## config.mk

```make
export PLATFORM = sky130hd
export DESIGN_NAME = mcp_control_fsm_v2
export DESIGN_NICKNAME = d
export VERILOG_FILES = /design/src/rtl/mcp_ctrl_pkg.sv /design/src/rtl/mcp_mem_wait_timer.sv /design/src/rtl/mcp_control_fsm_v2.sv
export SDC_FILE = /design/constraint.sdc
export NUM_CORES = 1
export LEC_CHECK = 0
export BUFFER_PORTS_ARGS = -buffer_cell sky130_fd_sc_hd__buf_2
export CAP_MARGIN = 20
export CORE_MARGIN = 1.5
export CORE_UTILIZATION = 30
export CTS_CLUSTER_SIZE = 16
export DETAILED_ROUTE_END_ITERATION = 16
export GPL_ROUTABILITY_DRIVEN = 0
export PLACE_DENSITY = 0.56
export REMOVE_ABC_BUFFERS = 1
export SLEW_MARGIN = 15
export SYNTH_ARGS = -nofsm -noshare
export SYNTH_HDL_FRONTEND = slang
export SYNTH_SLANG_ARGS = --single-unit
```

## constraint.sdc

```tcl
create_clock -name CLK -period 4.9 [get_ports CLK]
set_clock_uncertainty 0.2 [all_clocks]
set_input_delay 0.49 -clock CLK [delete_from_list [all_inputs] [get_ports CLK]]
set_output_delay 0.49 -clock CLK [all_outputs]
set_load 0.01 [all_outputs]
```

## src/rtl/mcp_ctrl_pkg.sv

```systemverilog
// Shared encodings for the multicycle MIPS control unit: opcodes, FSM states,
// ALU commands, trap causes and datapath mux selects.
package mcp_ctrl_pkg;

    localparam logic [5:0] OP_RTYPE = 6'b000000;
    localparam logic [5:0] OP_J     = 6'b000010;
    localparam logic [5:0] OP_BEQ   = 6'b000100;
    localparam logic [5:0] OP_BNE   = 6'b000101;
    localparam logic [5:0] OP_ADDI  = 6'b001000;
    localparam logic [5:0] OP_ANDI  = 6'b001100;
    localparam logic [5:0] OP_ORI   = 6'b001101;
    localparam logic [5:0] OP_LW    = 6'b100011;
    localparam logic [5:0] OP_SW    = 6'b101011;

    typedef enum logic [3:0] {
        S_FETCH    = 4'd0,
        S_DECODE   = 4'd1,
        S_MEMADR   = 4'd2,
        S_MEMRD    = 4'd3,
        S_MEMWB    = 4'd4,
        S_MEMWR    = 4'd5,
        S_EXEC     = 4'd6,
        S_ALUWB_RD = 4'd7,
        S_IMMEX    = 4'd8,
        S_ALUWB_RT = 4'd9,
        S_BRANCH   = 4'd10,
        S_JUMP     = 4'd11,
        S_TRAP     = 4'd12
    } state_t;

    localparam logic [2:0] ALU_ADD   = 3'd0;
    localparam logic [2:0] ALU_SUB   = 3'd1;
    localparam logic [2:0] ALU_FUNCT = 3'd2;
    localparam logic [2:0] ALU_AND   = 3'd3;
    localparam logic [2:0] ALU_OR    = 3'd4;

    localparam logic [1:0] CAUSE_NONE    = 2'b00;
    localparam logic [1:0] CAUSE_ILLEGAL = 2'b01;
    localparam logic [1:0] CAUSE_TIMEOUT = 2'b10;

    localparam logic [1:0] PC_ALU    = 2'b00;
    localparam logic [1:0] PC_ALUOUT = 2'b01;
    localparam logic [1:0] PC_JUMP   = 2'b10;

    localparam logic [1:0] SRC2_REG  = 2'b00;
    localparam logic [1:0] SRC2_FOUR = 2'b01;
    localparam logic [1:0] SRC2_IMM  = 2'b10;

    function automatic logic is_mem_wait(state_t s);
        return (s == S_FETCH) || (s == S_MEMRD) || (s == S_MEMWR);
    endfunction

endpackage

```

## src/rtl/mcp_mem_wait_timer.sv

```systemverilog
// Counts cycles a memory access waits on mem_ready and flags when the wait
// reaches MEM_TIMEOUT without completion.
module mcp_mem_wait_timer #(
    parameter int MEM_TIMEOUT = 15,
    parameter int TMO_W       = 8
) (
    input  logic CLK,
    input  logic RST_N,
    input  logic i_active,
    input  logic i_exit,
    input  logic i_mem_ready,
    output logic o_timeout
);

    logic [TMO_W-1:0] r_wait_cnt;

    always_ff @(posedge CLK) begin
        if (!RST_N) begin
            r_wait_cnt <= '0;
        end else if (!i_active || i_exit) begin
            r_wait_cnt <= '0;
        end else if (!i_mem_ready) begin
            r_wait_cnt <= r_wait_cnt + TMO_W'(1);
        end
    end

    // A same-cycle mem_ready always wins over the timeout.
    assign o_timeout = i_active && !i_mem_ready && (r_wait_cnt == TMO_W'(MEM_TIMEOUT));

endmodule

```

## src/rtl/mcp_control_fsm_v2.sv

```systemverilog
// Multicycle MIPS control FSM with memory handshake, wait timeout and sticky trap.
// Optional performance counters are built when MCP_PERF_COUNT_EN is defined.
module mcp_control_fsm_v2
    import mcp_ctrl_pkg::*;
#(
    parameter int ALUOP_W     = 3,
    parameter int MEM_TIMEOUT = 15,
    parameter int TMO_W       = 8
) (
    input  logic               CLK,
    input  logic               RST_N,
    input  logic [5:0]         opcode,
    input  logic               mem_ready,
    output logic               mem_req,
    output logic               MtoRFSel,
    output logic               RFDSel,
    output logic               IDSel,
    output logic               ALUIn1Sel,
    output logic [1:0]         PCSel,
    output logic [1:0]         ALUIn2Sel,
    output logic               ExtSel,
    output logic               IRWE,
    output logic               MWE,
    output logic               PCWE,
    output logic               DRWE,
    output logic               RFWE,
    output logic               Branch,
    output logic               BranchNE,
    output logic [ALUOP_W-1:0] ALUOp,
    output logic               trap,
    output logic [1:0]         trap_cause,
`ifdef MCP_PERF_COUNT_EN
    output logic [31:0]        instr_retired,
    output logic [31:0]        stall_cycles,
`endif
    output logic [3:0]         o_dbg_state
);

    state_t     r_state;
    state_t     w_next_state;
    logic [1:0] r_trap_cause;
    logic       w_timeout;
    logic       w_state_exit;

    assign w_state_exit = (w_next_state != r_state);

    mcp_mem_wait_timer #(
        .MEM_TIMEOUT (MEM_TIMEOUT),
        .TMO_W       (TMO_W)
    ) u_wait_timer (
        .CLK         (CLK),
        .RST_N       (RST_N),
        .i_active    (is_mem_wait(r_state)),
        .i_exit      (w_state_exit),
        .i_mem_ready (mem_ready),
        .o_timeout   (w_timeout)
    );

    // Cause is captured only on the edge into TRAP, then held until reset.
    always_ff @(posedge CLK) begin
        if (!RST_N) begin
            r_state      <= S_FETCH;
            r_trap_cause <= CAUSE_NONE;
        end else begin
            r_state <= w_next_state;
            if (r_state != S_TRAP && w_next_state == S_TRAP)
                r_trap_cause <= (r_state == S_DECODE) ? CAUSE_ILLEGAL : CAUSE_TIMEOUT;
        end
    end

    always_comb begin
        w_next_state = r_state;
        case (r_state)
            S_FETCH: begin
                if (mem_ready)      w_next_state = S_DECODE;
                else if (w_timeout) w_next_state = S_TRAP;
            end
            S_DECODE: begin
                case (opcode)
                    OP_LW, OP_SW, OP_ADDI: w_next_state = S_MEMADR;
                    OP_RTYPE:              w_next_state = S_EXEC;
                    OP_ANDI, OP_ORI:       w_next_state = S_IMMEX;
                    OP_BEQ, OP_BNE:        w_next_state = S_BRANCH;
                    OP_J:                  w_next_state = S_JUMP;
                    default:               w_next_state = S_TRAP;
                endcase
            end
            S_MEMADR: begin
                if (opcode == OP_LW)      w_next_state = S_MEMRD;
                else if (opcode == OP_SW) w_next_state = S_MEMWR;
                else                      w_next_state = S_ALUWB_RT;
            end
            S_MEMRD: begin
                if (mem_ready)      w_next_state = S_MEMWB;
                else if (w_timeout) w_next_state = S_TRAP;
            end
            S_MEMWR: begin
                if (mem_ready)      w_next_state = S_FETCH;
                else if (w_timeout) w_next_state = S_TRAP;
            end
            S_EXEC:     w_next_state = S_ALUWB_RD;
            S_IMMEX:    w_next_state = S_ALUWB_RT;
            S_MEMWB, S_ALUWB_RD, S_ALUWB_RT, S_BRANCH, S_JUMP:
                        w_next_state = S_FETCH;
            S_TRAP:     w_next_state = S_TRAP;
            default:    w_next_state = S_FETCH;
        endcase
    end

    always_comb begin
        mem_req   = 1'b0;
        MtoRFSel  = 1'b0;
        RFDSel    = 1'b0;
        IDSel     = 1'b0;
        ALUIn1Sel = 1'b0;
        PCSel     = PC_ALU;
        ALUIn2Sel = SRC2_REG;
        ExtSel    = 1'b0;
        IRWE      = 1'b0;
        MWE       = 1'b0;
        PCWE      = 1'b0;
        DRWE      = 1'b0;
        RFWE      = 1'b0;
        Branch    = 1'b0;
        BranchNE  = 1'b0;
        ALUOp     = '0;
        trap      = 1'b0;
        case (r_state)
            S_FETCH: begin
                mem_req   = 1'b1;
                ALUIn2Sel = SRC2_FOUR;
                IRWE      = mem_ready;
                PCWE      = mem_ready;
            end
            S_DECODE:   ALUIn2Sel = SRC2_IMM;
            S_MEMADR: begin
                ALUIn1Sel = 1'b1;
                ALUIn2Sel = SRC2_IMM;
            end
            S_MEMRD: begin
                IDSel   = 1'b1;
                mem_req = 1'b1;
                DRWE    = mem_ready;
            end
            S_MEMWB: begin
                MtoRFSel = 1'b1;
                RFWE     = 1'b1;
            end
            S_MEMWR: begin
                IDSel   = 1'b1;
                mem_req = 1'b1;
                MWE     = 1'b1;
            end
            S_EXEC: begin
                ALUIn1Sel  = 1'b1;
                ALUOp[2:0] = ALU_FUNCT;
            end
            S_ALUWB_RD: begin
                RFDSel = 1'b1;
                RFWE   = 1'b1;
            end
            S_IMMEX: begin
                ALUIn1Sel  = 1'b1;
                ALUIn2Sel  = SRC2_IMM;
                ExtSel     = 1'b1;
                ALUOp[2:0] = (opcode == OP_ANDI) ? ALU_AND : ALU_OR;
            end
            S_ALUWB_RT: RFWE = 1'b1;
            S_BRANCH: begin
                ALUIn1Sel  = 1'b1;
                ALUOp[2:0] = ALU_SUB;
                PCSel      = PC_ALUOUT;
                Branch     = (opcode == OP_BEQ);
                BranchNE   = (opcode == OP_BNE);
            end
            S_JUMP: begin
                PCSel = PC_JUMP;
                PCWE  = 1'b1;
            end
            S_TRAP:     trap = 1'b1;
            default:    ;
        endcase
    end

    assign trap_cause  = r_trap_cause;
    assign o_dbg_state = r_state;

`ifdef MCP_PERF_COUNT_EN
    logic [31:0] r_instr_retired;
    logic [31:0] r_stall_cycles;

    always_ff @(posedge CLK) begin
        if (!RST_N) begin
            r_instr_retired <= '0;
            r_stall_cycles  <= '0;
        end else begin
            if (r_state != S_FETCH && w_next_state == S_FETCH)
                r_instr_retired <= r_instr_retired + 32'd1;
            if (mem_req && !mem_ready)
                r_stall_cycles <= r_stall_cycles + 32'd1;
        end
    end

    assign instr_retired = r_instr_retired;
    assign stall_cycles  = r_stall_cycles;
`endif

endmodule

```

==> metrics.md <==
| Metric | Value |
|---|---|
| Fraction of the mapped netlist area in adder cells | 0.01160 |
| RSZ-0062 raised after global routing | false |
| Final WL | 2894 um |
| Pin count of the biggest net entering global routing | 20 |
| Total core area | 3390 sq um |
| Clk slew on worst S/H paths | 0.08 ns |
| Maxcap violations | 0 |
| Port bufs | 35 |
| Total gr overflow | 0 |
| Critical Path End Type | output port |
| PD cells | 232.6 nW/um^2 |
| Status | completed |
| Root buffer cell | clkbuf_4 |
| # rows | 21 |
| Global-route wire length before repair | 4919 um |
| Synth Area in Simple Gates | 0.3817 |
| Die area | 3964 sq um |
| CTS max path bufs | 2 |
| Vias/cell | 5.211 |
| Cell taking the most area after synthesis | dfxtp_1 |
| Avg WL per Cell | 12.75 um |
| #FFs+latches synth | 14 |
| Cell count after synthesis | 150 |
| Post-layout util | 0.3850 |
| Top-count cell post-synth | nor2_1 |
| Final setup vio count | 0 |
| Fmax | 379.9 MHz |
| Ratio of cells with drive above 1 in the final layout | 0.2265 |
| Initial DRC count | 51 |
| Lkg Pwr | 0.5567 nW |
| Sequential fraction of the synthesis area | 0.2599 |
| IO Count | 36 |
| Register area | 280.3 sq um |
| Ant diodes | 0 |
| Slew HR | 0.5871 |
| Vias in the first global route | 1120 |
| Clk_lat worst skew | 0.27 ns |
| Synth Warn # | 0 |
| FFs w/ async S/R, synth | 0 |
| Final Hold Viols | 0 |
| Arr. time, crit path | 1.94 ns |
| Final worst path period share | 0.5372 |
| Area of the multi-input gates | 754.5 sq um |
| CTS tree | built |
| Final net count | 193 |
| Post-synth EDFFs | 0 |
| Area grow syn2layout | 21.00% |
| Mux contribution to synthesized area | 0.009281 |
| Post-cts resize count | 0 |
| Slew Viols, Final | 0 |
| Setup crit start kind | flip-flop |
| Fin crit period | 2.632 ns |
| Setup tns final | 0 ns |
| CTS Sinks | 14 |
| Required time of the worst setup path | 4.21 ns |
| Slew @ Worst Pin | 0.6185 ns |
| Dominant cells by area after synthesis | dfxtp_1 26%, nor2_1 8.7%, xor2_1 4.9%, nand2_1 4.5%, nor3_1 4.2% |
| Initial Utilization | 0.3182 |
| Xor and xnor area share after synthesis | 0.07309 |
| Avg Cell Area, Syn | 7.190 sq um |
| Maximum VDD drop | 94.60 uV |
| Ys flop type | dfxtp_1 |
| Post-CTS setup buffers | 0 |
| Hold Buf Count CTS | 0 |
| Top cells by instance count after synthesis | 25 x nor2_1, 14 x dfxtp_1, 13 x nand2_1 |
| Initial antenna violation count | 0 |
| Worst hold path type | flip-flop to flip-flop |
| Die Width | 62.96 um |
| Drt pass-1 iters | 4 |
| Htree depth | 1 |
| Final HPWL DP | 2288 um |
| DRC viols | 0 |
| Mapped cell area | 1079 sq um |
| Cts bufs inserted | 3 |
| Synth top area share | 0.2599 |
| Largest family of logic cells by synthesized area | simple AND/OR/NAND/NOR gates |
| CP max FO | 14 |
| Final ANT Viol Nets | 0 |
| Total routing usage reported by global routing | 0.1499 |
| Die Span Y | 62.96 um |
| Synth unique cells | 40 |
| Fillers | 370 |
| CP Class | flip-flop to output port |
| Total via count in the routed design | 1183 |
| Post-synthesis compound-gate area fraction | 0.2239 |
## critical path, stage by stage, from the launching register on
cell	delay, ns
dfxtp_1	0.49
inv_1	0.26
nand2_1	0.20
or3_1	0.41
a21oi_1	0.15
buf_2	0.16
## sequential cells by signal, summed over array words and instances, names as in the netlist
name / cells
o_dbg_state: 4
u_wait_timer.r_wait_cnt: 8
trap_cause: 2
## kinds of logic after synthesis
kind of cell	Yosys count
compound gates	31
mux	1
simple gates	83
flops	14
xor+xnor	9
fa+ha+maj	1
buf+inv	11
## power breakdown
group | switching, W | internal, W
Combinational | 0.0000647 | 0.0000414
Clock | 0.0000354 | 0.0000284
Sequential | 0.0000155 | 0.000118
Total | 0.000116 | 0.000188
## area by class of cell
type	count	share of cell area
Multi-Input combinational cell	125	0.5781
Sequential cell	14	0.2148
Timing Repair Buffer	35	0.1342
Tap cell	46	0.04410
Clock buffer	3	0.01726
Inverter	4	0.01151
## per-layer routing
metal  wire (um)  vias up  global-route usage
met2        1424       42              0.2713
met5           0        -                   0
met1        1269      544              0.1749
met3         189        2             0.03964
met4          10        0             0.03333
li1            -      595                   -
## path summary, 6_finish.rpt
path | end | slack (ns) | depth (start not counted) | start
worst max-delay path | ALUOp[1] | 2.27 | 5 | o_dbg_state[2]$_SDFF_PN0_
worst min-delay path | trap_cause[1]$_SDFFE_PN0P_ | 0.26 | 2 | trap_cause[1]$_SDFFE_PN0P_
worst max register to register | u_wait_timer.r_wait_cnt[0]$_SDFFE_PP0N_ | 2.44 | 6 | o_dbg_state[2]$_SDFF_PN0_
worst min register to register | trap_cause[1]$_SDFFE_PN0P_ | 0.26 | 2 | trap_cause[1]$_SDFFE_PN0P_
## stage by stage
stage	setup WS [ns]	instance area [sq um]	cells	power [W]	hold slack, ns
floorplan	2.728	1050	143	0.0002008	0.2726
global placement	2.490	1282	224	0.0002410	0.2398
detailed placement	2.336	1282	224	0.0002425	0.2473
CTS	2.269	1305	227	0.0003061	0.2661
global route	2.126	1305	227	0.0003244	0.2802
finish	2.268	1305	227	0.0003035	0.2609
## layout by cell type (no fill, tap or decap), drive strengths merged, types with 2 or more instances in the layout
cell     Yosys  routed
buf          3      35
nor2        25      25
dfxtp       14      14
nand2       13      13
nor3         9       9
a21oi        8       8
nor2b        7       7
nand3        7       7
xor2         6       6
o21ai        6       6
and2         5       5
inv          4       4
a211oi       4       4
nor4         3       3
and3         3       3
xnor2        3       3
clkbuf       4       3
a2111oi      3       3
or3          2       2
nand2b       2       2
nand4        2       2
nand3b       2       2
o32ai        2       2
Note: power is estimated with default switching activity, not from simulation.
